===== config.mk =====
export PLATFORM = sky130hd
export DESIGN_NAME = prime_ctrl
export DESIGN_NICKNAME = d
export VERILOG_FILES = /design/src/rtl/prime_pkg.sv /design/src/rtl/prime_ctrl.sv
export SDC_FILE = /design/constraint.sdc
export NUM_CORES = 1
export LEC_CHECK = 0
export CELL_PAD_IN_SITES_DETAIL_PLACEMENT = 1
export CELL_PAD_IN_SITES_GLOBAL_PLACEMENT = 1
export CORE_ASPECT_RATIO = 1.1
export CORE_MARGIN = 5
export CORE_UTILIZATION = 31
export CTS_CLUSTER_SIZE = 14
export DETAILED_ROUTE_END_ITERATION = 12
export PLACE_DENSITY_LB_ADDON = 0.1
export SYNTH_ARGS = -nofsm -noshare
export SYNTH_HDL_FRONTEND = slang
export SYNTH_SLANG_ARGS = --single-unit

===== constraint.sdc =====
create_clock -name clk -period 3.6 [get_ports clk]
set_clock_uncertainty 0.2 [all_clocks]
set_input_delay 0.36 -clock clk [delete_from_list [all_inputs] [get_ports clk]]
set_output_delay 0.36 -clock clk [all_outputs]
set_load 0.005 [all_outputs]

===== src/rtl/prime_pkg.sv =====
// Shared types and constants for the trial-division primality controller.
// Pure declarations: no logic, no latency, no flow control.
// Imported by prime_ctrl and by anything that wraps it with the register bank.
package prime_pkg;

    localparam int WIDTH = 16;
    localparam logic [WIDTH-1:0] FIRST_DIV = 16'd2;

    typedef enum logic [1:0] {
        SETUP = 2'd0,
        CHECK = 2'd1,
        SUB   = 2'd2,
        DONE  = 2'd3
    } state_t;

endpackage


===== src/rtl/prime_ctrl.sv =====
// Trial-division primality controller driving an external rem/div/res register bank.
// Latency: data-dependent; one bank update per clock, outputs combinational from state.
// No backpressure: strobes are single-cycle and the bank always captures them.
module prime_ctrl
    import prime_pkg::*;
(
    input  logic             clk,
    input  logic             rst,
    input  logic [WIDTH-1:0] n,
    input  logic [WIDTH-1:0] rem,
    input  logic [WIDTH-1:0] div,
    input  logic             res,
    output logic             remld,
    output logic [WIDTH-1:0] remi,
    output logic             divld,
    output logic [WIDTH-1:0] divi,
    output logic             resld,
    output logic             resi,
    output logic             busy,
    output logic             done
);

    state_t state;
    state_t state_nxt;

    // The result bit is owned by the bank; the controller only ever clears it.
    logic unused_res;
    assign unused_res = res;

    always_ff @(posedge clk) begin
        if (rst) begin
            state <= SETUP;
        end else begin
            state <= state_nxt;
        end
    end

    always_comb begin
        state_nxt = state;
        remld     = 1'b0;
        remi      = '0;
        divld     = 1'b0;
        divi      = '0;
        resld     = 1'b0;
        resi      = 1'b0;
        busy      = 1'b1;
        done      = 1'b0;

        case (state)
            SETUP: begin
                remld = 1'b1;
                remi  = n;
                divld = 1'b1;
                divi  = FIRST_DIV;
                if (n < FIRST_DIV) begin
                    resld     = 1'b1;
                    resi      = 1'b0;
                    state_nxt = DONE;
                end else begin
                    state_nxt = CHECK;
                end
            end

            CHECK: begin
                // Every divisor below n has been tried: res keeps its reset value of 1.
                if (div >= n) begin
                    state_nxt = DONE;
                end else begin
                    state_nxt = SUB;
                end
            end

            SUB: begin
                if (rem >= div) begin
                    remld = 1'b1;
                    remi  = rem - div;
                end else if (rem == '0) begin
                    resld     = 1'b1;
                    resi      = 1'b0;
                    state_nxt = DONE;
                end else begin
                    // div < n here, so the increment cannot wrap.
                    divld     = 1'b1;
                    divi      = div + 1'b1;
                    remld     = 1'b1;
                    remi      = n;
                    state_nxt = CHECK;
                end
            end

            DONE: begin
                busy = 1'b0;
                done = 1'b1;
            end

            default: begin
                state_nxt = SETUP;
            end
        endcase

        // The bank is also in reset, so nothing may be loaded on that edge.
        if (rst) begin
            remld = 1'b0;
            divld = 1'b0;
            resld = 1'b0;
        end
    end

endmodule


==> out/qor.txt <==
top post-synthesis cells by area: ha_1 (22%), inv_1 (7.3%), xnor2_1 (7.3%)
DRC viols: 0
Most used DFF post-synth: dfxtp_1
Seq/Total Area, Yosys: 0.0186
post-synth top area cell: ha_1
CP Cell Sequence: clkdlybuf4s50_1, inv_1, ha_4, nand4_1, nor3_4, a221oi_4, buf_4, buf_4, a21oi_4, inv_1, buf_4, o21ai_2, dlygate4sd2_1
vias: 2,778
Worst path most repeated cell: buf_4
core area: 6670 µm²
CTS tree: built
most flop-heavy register: state
post-DR wirelength/cell: 17.7 µm
WP buf/inv: 7
Port-buffer cells: 86
Arrival @ worst endpoint: 2940 ps
clock sink total: 2
vias in the first global route: 3,098
area of the mapped netlist: 2150 µm²
Final min period: 3500 ps
leak pwr: 1.74 nW
Largest regs: state x2
worst skew pair latency: 210 ps
Worst Hold Class: flop to flop
ys async rst share: 0
Area Growth Syn to Fin: 74.0%
CTS Root Cell: clkbuf_8
Clock Path Buffers: 2
I/O pin cnt: 89
MaxCap Viol Count: 0
final count of pins violating max slew: 0
nets@finish: 545
Worst VDD drop: 0.000239 V
warning count from the yosys run: 0
Die W: 89.5 µm
effective utilization at floorplan: 0.323
grt total ovfl: 0
crit path max fanout: 6
Cell Area, Placed: 3510 µm²
post-route ant nets: 0
CP delay by family, top: buffers and inverters
setup-violating endpoint count in the final report: 0
first-pass GRT wire length: 14,600 µm
Pre-antenna DRT Iters: 4
final hold violation count: 0
num rows: 31
Final Cycle Share: 0.973
H-tree depth: 1
gr usage total: 0.210
critical path launch point type: input port
CP Capture Type: primary output
Iter 0 DRT Violations: 56
Die Area: 8720 µm²
pwr/cell area: 332 nW/µm²
hold_ws: 388 ps
Worst path slowest cell: clkdlybuf4s50_1
hpwl dp: 8250 µm
post-route cell area: 3750 µm²
#FFs+latches synth: 2
Mapped Nets: 390
Mapped Cells: 300
syn_area_per_cell: 7.18 µm²
status: finished, final reports clean
critical path class: input port to primary output
CTS Hold Bufs: 0
share of layout cells above drive strength 1: 0.272
max reg flops: 2
FMAX: 285 MHz
number of vias per cell: 5.19
Final GP Congestion: 0.861
overall die height: 97.4 µm
total CTS buffers: 3
Clk pin slew, worst setup/hold paths: 30 ps
post-synth top area share: 0.221
Post-synth EDFFs: 0
Max stage delay on crit path: 490 ps
Synth cell types: 53
Required @ worst endpoint: 3040 ps
Antenna Cells: 0
Post-Route WL: 9450 µm
largest net degree at the start of global routing: 18
antenna violations before repair: 0
-- cell usage in the layout, fill, tap and decap left out, drive strengths merged, types with 3 or more instances in the layout --
cell,count
ha,38
buf,71
a21oi,25
nor2b,4
xnor2,18
nor4,8
nor3,7
dlygate4sd2,16
nand3,7
a21o,7
clkbuf,3
nand2,26
nand4,9
o21ai,23
clkdlybuf4s50,67
nand2b,4
inv,42
nor2,29
and3,3
xor2,8
a22o,3
a211oi,3
-- synthesized netlist by cell type (all sizes together), types with 7 or more instances --
cell and number:
nand4 9, nand3 7, nand2 26, ha 38, xnor2 18, nor3 7, buf 7, inv 42
a21o 7, nor2 29, o21ai 23, a21oi 25, nor4 8, xor2 8
-- power breakdown --
group          switching (W)  internal, W
Sequential         0.0000158    0.0000337
Clock              0.0000177    0.0000707
Combinational       0.000511     0.000597
Total               0.000545     0.000701
-- tightest hold or removal path, stage by stage (launching register included) --
cell,delay (ps)
dfxtp_1,340
inv_1,110
o31ai_1,80
-- per-stage QoR --
stage	setup slack (ps)	utilization	TNS (ps)	total power (W)	cells
floorplan	783	-	0	0.000576	300
global placement	-250	0.527	-4850	0.00109	522
detailed placement	-312	0.527	-7310	0.00112	522
CTS	2.26	0.544	0	0.00122	531
global route	-33.4	0.562	-146	0.00135	535
finish	95.9	0.562	0	0.00125	535
-- cells by family after synthesis --
group	Yosys count	synth area share
AOI/OAI and AO/OA	83	0.287
xor gates and xnor gates	26	0.106
adders and majority gates	39	0.230
buffers and inverters	49	0.107
DFF	2	0.0186
other	1	0.00174
and+or+nand+nor	100	0.249
-- repair_timing --
item                       CTS  global route
gates resized for setup     28            19
pin swaps                    4             7
buffers inserted             6             4
setup endpoints to repair   35            32
cloned                       0             0
-- worst paths after layout --
check                   startpoint                    end  slack, ps  cells after the start
max                        div[11]               remi[14]        100                     13
min          state[1]$_SDFFE_PP0P_  state[1]$_SDFFE_PP0P_        390                      2
max reg2reg  state[0]$_SDFFE_PP0P_  state[0]$_SDFFE_PP0P_       1680                      6
min reg2reg  state[1]$_SDFFE_PP0P_  state[1]$_SDFFE_PP0P_        390                      2
-- area by class of cell --
class                           count  area [µm²]
Sequential cell                     2        40.0
Clock buffer                        3        41.3
Inverter                           42         158
Timing Repair Buffer              157        1400
Fill cell                         868        2920
Tap cell                           82         103
Multi-Input combinational cell    249        2010
-- routing by layer --
layer / track usage / up-vias / part of all wire
li1: - / 1378 / -
met1: 0.249 / 1302 / 0.42
met2: 0.386 / 86 / 0.51
met3: 0.0237 / 12 / 0.048
met4: 0.0561 / 0 / 0.017
met5: 0 / - / 0
(Power assumes the default switching activity.)
